$ cat src/rtl/ccff_chain_loader.sv
// Streams valid/ready bitstream words MSB-first into the configuration chain and gates its clock.
// Define CCFF_LOADER_VERIFY_EN to add a rotating read-back pass with a CRC-16-CCITT compare.
module ccff_chain_loader #(
    parameter  int unsigned CHAIN_LEN = 1024,
    parameter  int unsigned WORD_W    = 8,
    localparam int unsigned CNT_W     = $clog2(CHAIN_LEN + 1)
) (
    input  logic              prog_clk,
    input  logic              prog_rst_n,
    input  logic              start,
    input  logic              abort,
    input  logic [WORD_W-1:0] in_data,
    input  logic              in_valid,
    output logic              in_ready,
    output logic              ccff_head,
    output logic              ccff_shift_en,
    input  logic              ccff_tail,
    output logic              busy,
    output logic              done,
    output logic [CNT_W-1:0]  bit_count,
    output logic              verify_err
);

    localparam int unsigned BL_W  = $clog2(WORD_W + 1);
    localparam int unsigned SUM_W = ((CNT_W > BL_W) ? CNT_W : BL_W) + 1;

    localparam logic [1:0] S_IDLE   = 2'd0;
    localparam logic [1:0] S_LOAD   = 2'd1;
    localparam logic [1:0] S_DONE   = 2'd3;
`ifdef CCFF_LOADER_VERIFY_EN
    localparam logic [1:0] S_VERIFY = 2'd2;
    localparam logic [15:0] CRC_INIT = 16'hFFFF;
`endif

    logic [1:0]        state_q,     state_d;
    logic [WORD_W-1:0] word_q,      word_d;
    logic [BL_W-1:0]   bits_left_q, bits_left_d;
    logic [CNT_W-1:0]  bit_count_q, bit_count_d;

`ifdef CCFF_LOADER_VERIFY_EN
    logic [15:0] crc_load_q, crc_load_d;
    logic [15:0] crc_chk_q,  crc_chk_d;
    logic        verify_err_q, verify_err_d;
    logic        in_verify;

    // One serial step of CRC-16-CCITT, polynomial 0x1021
    function automatic logic [15:0] crc_step(input logic [15:0] crc, input logic b);
        crc_step = {crc[14:0], 1'b0} ^ ((crc[15] ^ b) ? 16'h1021 : 16'h0000);
    endfunction
`endif

    logic             shift_load;
    logic [SUM_W-1:0] pending;
    logic [CNT_W-1:0] cnt_inc;
    logic             last_bit;

    assign shift_load = (state_q == S_LOAD) && (bits_left_q != '0);
    assign pending    = SUM_W'(bit_count_q) + SUM_W'(bits_left_q);
    assign cnt_inc    = bit_count_q + CNT_W'(1);
    assign last_bit   = (cnt_inc == CNT_W'(CHAIN_LEN));

    // Refill while empty or on the last buffered bit, but never beyond the chain length
    assign in_ready = (state_q == S_LOAD) && (bits_left_q <= BL_W'(1))
                      && (pending < SUM_W'(CHAIN_LEN));

    assign done      = (state_q == S_DONE);
    assign bit_count = bit_count_q;

`ifdef CCFF_LOADER_VERIFY_EN
    // Read-back rotates the tail into the head so chain contents survive the check
    assign in_verify     = (state_q == S_VERIFY);
    assign ccff_head     = in_verify ? ccff_tail : word_q[WORD_W-1];
    assign ccff_shift_en = shift_load | in_verify;
    assign busy          = (state_q == S_LOAD) | in_verify;
    assign verify_err    = verify_err_q;
`else
    logic tail_unused;
    assign tail_unused   = ccff_tail;
    assign ccff_head     = word_q[WORD_W-1];
    assign ccff_shift_en = shift_load;
    assign busy          = (state_q == S_LOAD);
    assign verify_err    = 1'b0;
`endif

    // Next-state and datapath update
    always_comb begin
        state_d     = state_q;
        word_d      = word_q;
        bits_left_d = bits_left_q;
        bit_count_d = bit_count_q;
`ifdef CCFF_LOADER_VERIFY_EN
        crc_load_d   = crc_load_q;
        crc_chk_d    = crc_chk_q;
        verify_err_d = verify_err_q;
`endif
        if (abort) begin
            state_d     = S_IDLE;
            word_d      = '0;
            bits_left_d = '0;
            bit_count_d = '0;
        end else begin
            case (state_q)
                S_IDLE, S_DONE: begin
                    if (start) begin
                        state_d     = S_LOAD;
                        word_d      = '0;
                        bits_left_d = '0;
                        bit_count_d = '0;
`ifdef CCFF_LOADER_VERIFY_EN
                        verify_err_d = 1'b0;
                        crc_load_d   = CRC_INIT;
`endif
                    end
                end
                S_LOAD: begin
                    if (shift_load) begin
                        word_d      = word_q << 1;
                        bits_left_d = bits_left_q - BL_W'(1);
                        bit_count_d = cnt_inc;
`ifdef CCFF_LOADER_VERIFY_EN
                        crc_load_d  = crc_step(crc_load_q, word_q[WORD_W-1]);
`endif
                    end
                    if (in_valid && in_ready) begin
                        word_d      = in_data;
                        bits_left_d = BL_W'(WORD_W);
                    end
                    // Final chain bit: drop any leftover bits of the last word
                    if (shift_load && last_bit) begin
                        word_d      = '0;
                        bits_left_d = '0;
`ifdef CCFF_LOADER_VERIFY_EN
                        state_d     = S_VERIFY;
                        bit_count_d = '0;
                        crc_chk_d   = CRC_INIT;
`else
                        state_d     = S_DONE;
`endif
                    end
                end
`ifdef CCFF_LOADER_VERIFY_EN
                S_VERIFY: begin
                    bit_count_d = cnt_inc;
                    crc_chk_d   = crc_step(crc_chk_q, ccff_tail);
                    if (last_bit) begin
                        state_d      = S_DONE;
                        verify_err_d = (crc_step(crc_chk_q, ccff_tail) != crc_load_q);
                    end
                end
`endif
                default: state_d = S_IDLE;
            endcase
        end
    end

    always_ff @(posedge prog_clk or negedge prog_rst_n) begin
        if (!prog_rst_n) begin
            state_q     <= S_IDLE;
            word_q      <= '0;
            bits_left_q <= '0;
            bit_count_q <= '0;
`ifdef CCFF_LOADER_VERIFY_EN
            crc_load_q   <= CRC_INIT;
            crc_chk_q    <= CRC_INIT;
            verify_err_q <= 1'b0;
`endif
        end else begin
            state_q     <= state_d;
            word_q      <= word_d;
            bits_left_q <= bits_left_d;
            bit_count_q <= bit_count_d;
`ifdef CCFF_LOADER_VERIFY_EN
            crc_load_q   <= crc_load_d;
            crc_chk_q    <= crc_chk_d;
            verify_err_q <= verify_err_d;
`endif
        end
    end

endmodule

$ cat config.mk
export PLATFORM = sky130hd
export DESIGN_NAME = ccff_chain_loader
export DESIGN_NICKNAME = d
export VERILOG_FILES = /design/src/rtl/ccff_chain_loader.sv
export SDC_FILE = /design/constraint.sdc
export NUM_CORES = 1
export LEC_CHECK = 0
export CAP_MARGIN = 20
export CORE_MARGIN = 5
export CORE_UTILIZATION = 40
export DETAILED_ROUTE_END_ITERATION = 8
export PLACE_DENSITY = 0.75
export RECOVER_POWER = 25
export SYNTH_ARGS = -nofsm -noshare
export SYNTH_HDL_FRONTEND = slang
export SYNTH_SLANG_ARGS = --single-unit
$ cat constraint.sdc
create_clock -name prog_clk -period 3.4 [get_ports prog_clk]
set_input_delay 0.68 -clock prog_clk [delete_from_list [all_inputs] [get_ports prog_clk]]
set_output_delay 0.68 -clock prog_clk [all_outputs]
set_load 0.05 [all_outputs]
# == Word-level counts from Yosys, hierarchy flattened ==
# Cells that the tools add are included.
# word_totals
output_inout_bits,17
elab_cells,48
in_bits,14
register_bits,25
# op_classes
n_reduce_logical,12
add_sub_neg,3
n_eq_ne,7
magnitude_cmp,2
mux,20
# ops
op,n
$mux 8,5
$mux 11,3
$pmux 11 s2,1
$mux 4,5
$pmux 8 s2,1
$add 11x4->12,1
$lt 12x11->1 const B,1
$add 11x1->11 const B,1
$eq 11x11->1 const B,1
$pmux 4 s2,1
$mux 2,3
$ne 3x2->1 const B,2
$reduce_and 3->1,2
$logic_and 1x1->1,5
$ne 5x2->1 const B,1
$le 4x1->1 const B,1
$pmux 2 s2,1
$reduce_bool 4->1,1
$sub 4x1->4 const B,1
$ne 3x3->1 const B,1
$reduce_bool 3->1,1
$eq 2x1->1 const B,1
$eq 2x2->1 const B,1
$logic_not 2->1,1
other kinds (2),2

# == Longest topological paths before layout ==
# Gate-level depths: netlist of the first run.
# logic_depth
depth_word,8
mapped_depth,9
depth_no_buf,8

# == Worst setup path before layout of the first run ==
# OpenSTA, ideal clock, no wires.
# synth_timing
kind,register to register
start,"register bit_count_q[0], in the netlist bit_count[0]"
end,register state_q[0]
path_slack_ns,0.562
path_stages_with_launch,8
required_ns,3.272
path_buffers,0
setup_time_ns,0.128
arrival_time_ns,2.711
period_less_slack_ns,2.838
path_cell_list,dfrtp_1 -> ha_1 -> nand3_1 -> xnor2_1 -> or4_4 -> or4_1 -> a21oi_1 -> mux2_1
# synth_via
elab_chain_len,5
# synth_lines
element,line,rtl
"start, declared",38,"logic [CNT_W-1:0] bit_count_q, bit_count_d;"
"start signal, assigned",171,bit_count_q <= bit_count_d;
$add 11x1->11,59,assign cnt_inc = bit_count_q + CNT_W'(1);
$eq 11x11->1,60,assign last_bit = (cnt_inc == CNT_W'(CHAIN_LEN));
$logic_and 1x1->1,129,if (shift_load && last_bit) begin
$ne 3x2->1 (no source line),n/a,
$reduce_and 2->1 (no source line),n/a,
"end signal, assigned",168,state_q <= state_d;
"end, declared",35,"logic [1:0] state_q, state_d;"
# Every way passes these cells.
# A chain may end at the register's enable or synchronous reset.

# == Final worst setup path of the first run ==
# layout_timing
start,register state_q[1]
end,output in_ready
# layout_via
elab_chain_len,3
# layout_lines
element,line,rtl
$eq 2x1->1,63,assign in_ready = (state_q == S_LOAD) && (bits_left_q <= BL_W'(1))
$logic_and 1x1->1,63,
$logic_and 1x1->1,64,&& (pending < SUM_W'(CHAIN_LEN));
"end, declared",14,"output logic in_ready,"
# Every way passes these cells.

==> flow_metrics.tcl, run 1 <==
set metrics [dict create \
    synth_top_area_share_pct 38.2 \
    postCtsSetupBuffers 0 \
    finalSetupTns_ps 0 \
    worst-path-max-fanout 8 \
    setup_slack_ps 273 \
    clkSinkCount 25 \
    gp_congestion 0.797 \
    final_cell_count_no_fill 261 \
    grt_pass1_wl_um 5730 \
    ant_nets 0 \
    htreeDepth 1 \
    hold_slack_ps 484 \
    synth_flop_cell "dfrtp_1" \
    drc 0 \
    peakVddDrop_uv 210 \
    viasPerCell 5.36 \
    insertion_delay_ps 270 \
    wl_per_cell_um 13.3 \
    antenna_found_initial 0 \
    powerDensity_nw_per_um2 414 \
    synthesis.area_um2 1640 \
    synth_cells 183 \
    final_cell_area_um2 2030 \
    clk_pin_slew_ps 90 \
    syn_to_final_growth_pct 23.9 \
    max_freq_mhz 320 \
    synth_fp_nets 208 \
    tritoncts "done" \
    worst_pin_slew_ps 1400 \
    ys_warn_count 0 \
    dp.cells 257 \
    synthTopCellsByArea "dfrtp_1 38%, ha_1 8.4%, o31ai_1 6.0%" \
    vias 1398 \
    seq_area_frac_synth_pct 38.2 \
    reg2reg_slack_ps 620 \
    maxCapViolations 0 \
    synthArstFlopShare_pct 100 \
    finalMaxSlewViolations 0 \
    top_layer "met4" \
    route.met2.wl_um 1600 \
    final_core_util_pct 50.8 \
    max_slew_margin_pct 6.57 \
    dieArea_um2 5480 \
    skew_ps 4.12 \
    port_buffers 28 \
    rsz0062_at_grt "false" \
    multiInputGateArea_um2 950 \
    grt_overflow 0 \
    ys_ff_latch 25 \
    io-pin-count 31 \
    place_hpwl_um 2640 \
    cts_resized 0 \
    cp.required_ps 2720 \
    critPathCaptureType "output pin" \
    p_leak_nw 0.836 \
    placedInstanceArea_um2 1990 \
    grt.total_usage_pct 13.3 \
    ctsHoldBuffers 0 \
    status "finished, final reports clean" \
    die_w_um 74.0 \
    total_power_uw 841 \
    final_net_count 237 \
    die_h_um 74.0 \
    nFillCells 372 \
    ff_latch_area_um2 626 \
    drt-initial-drc-count 58 \
    root_buffer "clkbuf_8" \
    grt_pass1_vias 1256 \
    dr.pass1.iters 4 \
    place_ws_ps 550 \
    wl_met3_um 129 \
    synth_edf_count 0 \
    final_hold_viol_count 0 \
    avgSynthCellArea_um2 8.96 \
    critPathLaunchType "register" \
    drive_gt1_share_pct 6.64 \
    start_util_pct 41.0 \
    hold_class "register to register" \
    setup_viol 0 \
    yosysTopAreaCell "dfrtp_1" \
    clk_path_buf_depth 2 \
    criticalPathCategory "register to output pin" \
    fp.coreArea_um2 4000 \
    n_antenna_cell 0 \
    min_period_over_period_pct 92.0 \
    finalCriticalPeriod_ps 3130 \
    synth_cell_types 39 \
    m1WireLength_um 1670 \
    wl_um 3460 \
    row_count 23 \
    grt_max_degree 26 \
    cp.arrival_ps 2450 \
    cts_buffers 3 \
]
[cells in the final DEF (no fill, tap or decap), types with 2 or more instances in the layout]
| master | n |
|---|---|
| a211oi_1 | 4 |
| a21oi_1 | 2 |
| a31oi_1 | 4 |
| and2_1 | 3 |
| and3_1 | 2 |
| buf_4 | 5 |
| clkbuf_8 | 3 |
| clkdlybuf4s50_1 | 27 |
| dfrtp_1 | 25 |
| ha_1 | 11 |
| inv_1 | 6 |
| mux2i_1 | 9 |
| nand2_1 | 21 |
| nand2b_1 | 5 |
| nand3_1 | 6 |
| nand4_1 | 5 |
| nor2_1 | 13 |
| nor2b_1 | 3 |
| o21ai_0 | 17 |
| o31ai_1 | 13 |
| or4_1 | 2 |
| xnor2_1 | 4 |
[area by class of cell]
| cell class | instances | share of cell area [%] |
|---|---|---|
| Clock buffer | 3 | 2.03 |
| Clock inverter | 1 | 0.370 |
| Tap cell | 50 | 3.08 |
| Multi-Input combinational cell | 142 | 46.8 |
| Sequential cell | 25 | 30.8 |
| Inverter | 6 | 1.11 |
| Timing Repair Buffer | 34 | 15.8 |
[synthesized netlist by cell type, types with 2 or more instances]
library cell / n
and3_1: 2
nor2_1: 13
a31oi_1: 4
buf_2: 4
nand2_1: 21
ha_1: 11
and2_1: 3
or4_1: 2
nand2b_1: 5
nand3_1: 6
nand4_1: 5
inv_1: 6
nor3b_1: 2
mux2i_1: 9
o31ai_1: 13
dfrtp_1: 25
a21oi_1: 2
nor2b_1: 3
xnor2_1: 4
o21ai_0: 17
clkbuf_1: 5
a211oi_1: 4
[report_power, final]
group / internal, mW / switching [mW] / total, mW
Sequential: 0.318 / 0.0287 / 0.347
Clock: 0.0832 / 0.101 / 0.184
Combinational: 0.121 / 0.188 / 0.310
[layer usage]
metal,vias to the layer above,track usage [%]
li1,717,-
met1,649,18.6
met2,27,21.0
met3,5,1.49
met4,0,5.43
met5,-,0
[sequential cells by signal, summed over array words and instances, names as in the netlist]
name         count
state_q          2
bits_left_q      4
bit_count       11
word_q           8
[final timing paths]
path | depth (start not counted) | end | from
setup / recovery | 6 | in_ready | state_q[1]
hold / removal | 2 | word_q[2] | word_q[2]
setup reg to reg | 8 | state_q[0] | bits_left_q[0]
hold reg to reg | 2 | word_q[2] | word_q[2]
max in group asynchronous | 2 | word_q[1] | prog_rst_n
min in group asynchronous | 2 | bit_count[0] | prog_rst_n
[cell families (layout without fill, tap and decap cells)]
logic type	Yosys count	after routing	synth area share (%)
buf+inv	16	44	4.20
simple gates	69	69	21.8
xor+xnor	4	4	2.14
flops	25	25	38.2
compound gates	47	47	18.9
other cells	1	1	0.229
mux	10	10	6.18
fa+ha+maj	11	11	8.40
[critical path, stage by stage (launching register included)]
cell,delay (ps)
dfrtp_1,410
inv_1,80
ha_1,300
nor4b_1,250
o21ai_0,200
nor2_1,130
clkdlybuf4s50_1,820
Power figures use the tool's default switching activity.
==> run 2, diff against run 1 <==
--- a/config.mk
+++ b/config.mk
@@ -6,10 +6,12 @@
 export NUM_CORES = 1
 export LEC_CHECK = 0
 export CAP_MARGIN = 20
+export CORE_ASPECT_RATIO = 0.8
 export CORE_MARGIN = 5
-export CORE_UTILIZATION = 40
+export CORE_UTILIZATION = 30
 export DETAILED_ROUTE_END_ITERATION = 8
-export PLACE_DENSITY = 0.75
+export MAX_ROUTING_LAYER = met4
+export PLACE_DENSITY = 0.62
 export RECOVER_POWER = 25
 export SYNTH_ARGS = -nofsm -noshare
 export SYNTH_HDL_FRONTEND = slang
==> flow_metrics.tcl, run 2 (same netlist as run 1, synthesis figures left out) <==
set metrics [dict create \
    hold_class "register to register" \
    dr.pass1.iters 4 \
    worst_pin_slew_ps 1360 \
    grt_pass1_vias 1350 \
    drt-initial-drc-count 84 \
    io-pin-count 31 \
    multiInputGateArea_um2 950 \
    viasPerCell 5.04 \
    antenna_found_initial 0 \
    peakVddDrop_uv 220 \
    drive_gt1_share_pct 7.04 \
    setup_slack_ps 275 \
    cts_buffers 3 \
    final_net_count 239 \
    finalSetupTns_ps 0 \
    wl_met3_um 191 \
    max_freq_mhz 320 \
    top_layer "met4" \
    nFillCells 533 \
    die_w_um 92.6 \
    maxCapViolations 0 \
    hold_slack_ps 490 \
    insertion_delay_ps 280 \
    m1WireLength_um 1930 \
    final_core_util_pct 38.3 \
    cts_resized 0 \
    critPathCaptureType "output pin" \
    ctsHoldBuffers 0 \
    row_count 24 \
    total_power_uw 855 \
    skew_ps 3.99 \
    critPathLaunchType "register" \
    place_hpwl_um 2850 \
    syn_to_final_growth_pct 25.7 \
    htreeDepth 1 \
    clkSinkCount 25 \
    postCtsSetupBuffers 0 \
    p_leak_nw 0.846 \
    drc 0 \
    vias 1402 \
    n_antenna_cell 0 \
    clk_path_buf_depth 2 \
    powerDensity_nw_per_um2 415 \
    grt_pass1_wl_um 6720 \
    place_ws_ps 593 \
    grt_overflow 0 \
    finalCriticalPeriod_ps 3130 \
    grt_max_degree 26 \
    rsz0062_at_grt "false" \
    layout_common_cells "27 x clkdlybuf4s50_1, 25 x dfrtp_1, 21 x nand2_1" \
    criticalPathCategory "register to output pin" \
    wl_um 3780 \
    status "finished, final reports clean" \
    fp.coreArea_um2 5380 \
    start_util_pct 30.5 \
    setup_viol 0 \
    die_h_um 76.1 \
    grt.total_usage_pct 12.1 \
    ff_latch_area_um2 626 \
    wl_per_cell_um 13.6 \
    port_buffers 28 \
    gp_congestion 0.802 \
    layout_commonest_cell "clkdlybuf4s50_1" \
    final_hold_viol_count 0 \
    dieArea_um2 7050 \
    cp.required_ps 2720 \
    max_slew_margin_pct 9.25 \
    tritoncts "done" \
    largest_reg_flops 11 \
    finalMaxSlewViolations 0 \
    root_buffer "clkbuf_8" \
    route.met2.wl_um 1590 \
    cp.arrival_ps 2450 \
    clk_pin_slew_ps 90 \
    ant_nets 0 \
    min_period_over_period_pct 91.9 \
    worst-path-max-fanout 9 \
]
run 2: cell types whose count changed in the layout (fill, tap and decap cells not counted):
cell / change
clkbuf_1: +1
clkinvlp_4: -1
buf_4: +2
run 2: cell type report:
class                           count  area share [%]
Multi-Input combinational cell    142            46.1
Sequential cell                    25            30.4
Timing Repair Buffer               36            16.3
Tap cell                           65            3.95
Clock buffer                        4            2.19
Inverter                            6            1.09
run 2: critical path, cell delays in order, from the launching register on:
cell and delay [ps]:
dfrtp_1 480, ha_1 340, a211oi_1 230, a211oi_1 130
nor2_1 170, clkdlybuf4s50_1 830
run 2: path summary, 6_finish.rpt:
kind | startpoint | cells after the start | slack [ps] | end
max in group asynchronous | prog_rst_n | 2 | 1380 | bit_count[1]
max | bit_count[2] | 5 | 270 | in_ready
max reg2reg | bits_left_q[0] | 8 | 610 | state_q[0]
min | word_q[5] | 2 | 490 | word_q[5]
min reg2reg | word_q[5] | 2 | 490 | word_q[5]
min in group asynchronous | prog_rst_n | 2 | 1220 | word_q[7]
run 2: layer usage:
metal  vias to the layer above  GRT usage (%)
li1                        719              -
met1                       649           16.7
met2                        29           17.5
met3                         5           2.67
met4                         0           3.95
met5                         -              -
run 2: power by group:
part	total, mW	internal [mW]	switching (mW)
registers	0.348	0.318	0.0300
logic	0.318	0.127	0.192
clock network	0.188	0.0842	0.104
run 2: per-stage QoR:
step | instance area [µm²] | cells
2_1_floorplan | 1640 | 183
3_3_place_gp | 2020 | 274
3_5_place_dp | 2020 | 274
4_1_cts | 2060 | 278
5_1_grt | 2060 | 278
6_report | 2060 | 278
==> run 3, diff against run 2 <==
--- a/config.mk
+++ b/config.mk
@@ -16,3 +16,4 @@
 export SYNTH_ARGS = -nofsm -noshare
 export SYNTH_HDL_FRONTEND = slang
 export SYNTH_SLANG_ARGS = --single-unit
+export TNS_END_PERCENT = 50
==> constraint.sdc (replaced) <==
create_clock -name prog_clk -period 3.4 [get_ports prog_clk]
set_input_delay 0.68 -clock prog_clk [delete_from_list [all_inputs] [get_ports prog_clk]]
set_output_delay 0.68 -clock prog_clk [all_outputs]
set_load 0.01 [all_outputs]
==> flow_metrics.tcl, run 3 (same netlist as run 1, synthesis figures left out) <==
set metrics [dict create \
    multiInputGateArea_um2 950 \
    dieArea_um2 7050 \
    die_w_um 92.6 \
    maxCapViolations 0 \
    vias 1393 \
    placedInstanceArea_um2 2010 \
    min_to "word_q[3]" \
    p_leak_nw 0.841 \
    max_slew_margin_pct 8.40 \
    hold_class "register to register" \
    min_period_over_period_pct 87.3 \
    worst-path-max-fanout 8 \
    rsz0062_at_grt "false" \
    gp_congestion 0.766 \
    ff_latch_area_um2 626 \
    final_net_count 238 \
    ant_nets 0 \
    status "finished, final reports clean" \
    cp.arrival_ps 2290 \
    clk_path_buf_depth 2 \
    criticalPathCategory "register to output pin" \
    insertion_delay_ps 270 \
    peakVddDrop_uv 189 \
    grt_pass1_wl_um 6510 \
    n_antenna_cell 0 \
    max_freq_mhz 337 \
    finalSetupTns_ps 0 \
    finalMaxSlewViolations 0 \
    drive_gt1_share_pct 6.60 \
    drt-initial-drc-count 95 \
    hold_depth 2 \
    root_buffer "clkbuf_8" \
    critPathLaunchType "register" \
    final_cell_area_um2 2050 \
    cts_buffers 3 \
    grt_util_met1_pct 15.8 \
    wl_per_cell_um 13.5 \
    use_met2_pct 17.5 \
    die_h_um 76.1 \
    setup_viol 0 \
    layout_commonest_cell "clkdlybuf4s50_1" \
    cp.required_ps 2720 \
    viasPerCell 5.03 \
    reg2reg_from "bits_left_q[0]" \
    drc 0 \
    row_count 24 \
    htreeDepth 1 \
    clk_pin_slew_ps 90 \
    worst_pin_slew_ps 1370 \
    dr.pass1.iters 4 \
    r2r_end "state_q[0]" \
    critPathCaptureType "output pin" \
    final_hold_viol_count 0 \
    syn_to_final_growth_pct 25.3 \
    port_buffers 28 \
    ctsHoldBuffers 0 \
    grt.total_usage_pct 11.6 \
    reg2reg_depth 8 \
    postCtsSetupBuffers 0 \
    groute.layer.met3.usage_pct 2.76 \
    place_hpwl_um 2810 \
    powerDensity_nw_per_um2 391 \
    clkSinkCount 25 \
    grt_pass1_vias 1373 \
    grt_max_degree 26 \
    grt_overflow 0 \
    min_from "word_q[3]" \
    antenna_found_initial 0 \
    reg2reg_slack_ps 590 \
    grt_most_used_layer "met2" \
    fp.coreArea_um2 5380 \
    start_util_pct 30.5 \
    layout_common_cells "27 x clkdlybuf4s50_1, 25 x dfrtp_1, 21 x nand2_1" \
    nFillCells 528 \
    largest_reg_flops 11 \
    skew_ps 7.74 \
    cts_resized 0 \
    io-pin-count 31 \
    wl_um 3750 \
    finalCriticalPeriod_ps 2970 \
    tritoncts "done" \
]
==> run 3: metrics by stage <==
step	hold slack [ps]	total power, mW	util (%)	instances	setup slack, ps
2_1_floorplan	384	0.520	-	183	796
3_3_place_gp	461	0.624	37.4	273	630
3_5_place_dp	468	0.631	37.4	273	605
4_1_cts	489	0.814	38.3	277	440
5_1_grt	517	0.862	38.2	277	324
6_report	486	0.802	38.2	277	430
==> run 3: routing by layer <==
metal / wire length [µm] / up-vias
li1: - / 716
met1: 1910 / 648
met2: 1650 / 27
met3: 153 / 2
met4: 38 / 0
met5: 0 / -
==> run 3: power by group <==
| group | switching, mW | internal (mW) | total (mW) |
|---|---|---|---|
| Sequential | 0.0286 | 0.318 | 0.347 |
| Clock | 0.0962 | 0.0839 | 0.180 |
| Combinational | 0.149 | 0.125 | 0.275 |
==> run 3: worst max-delay path by stage <==
| stage | depth (start not counted) | slack (ps) | endpoint | from |
|---|---|---|---|---|
| 2_1_floorplan | 8 | 800 | state_q[0] | bits_left_q[0] |
| 3_3_place_gp | 8 | 630 | state_q[0] | bits_left_q[0] |
| 3_5_place_dp | 8 | 600 | state_q[0] | bits_left_q[0] |
| 4_1_cts | 6 | 440 | in_ready | state_q[1] |
| 5_1_grt | 6 | 320 | in_ready | state_q[1] |
| 6_report | 6 | 430 | in_ready | state_q[1] |
==> run 3: worst max-delay path: stages (launching register included) <==
cell and delay (ps):
dfrtp_1 410, inv_1 80, ha_1 330, nor4b_1 290
o21ai_0 190, nor2_1 150, clkdlybuf4s50_1 570
==> run 3: layout make-up <==
type | count | share of cell area [%]
multi-input cells | 142 | 46.3
flip-flops and latches | 25 | 30.5
repair buffers | 35 | 16.0
well taps | 65 | 3.96
clock buffers | 4 | 2.19
inverters | 6 | 1.10
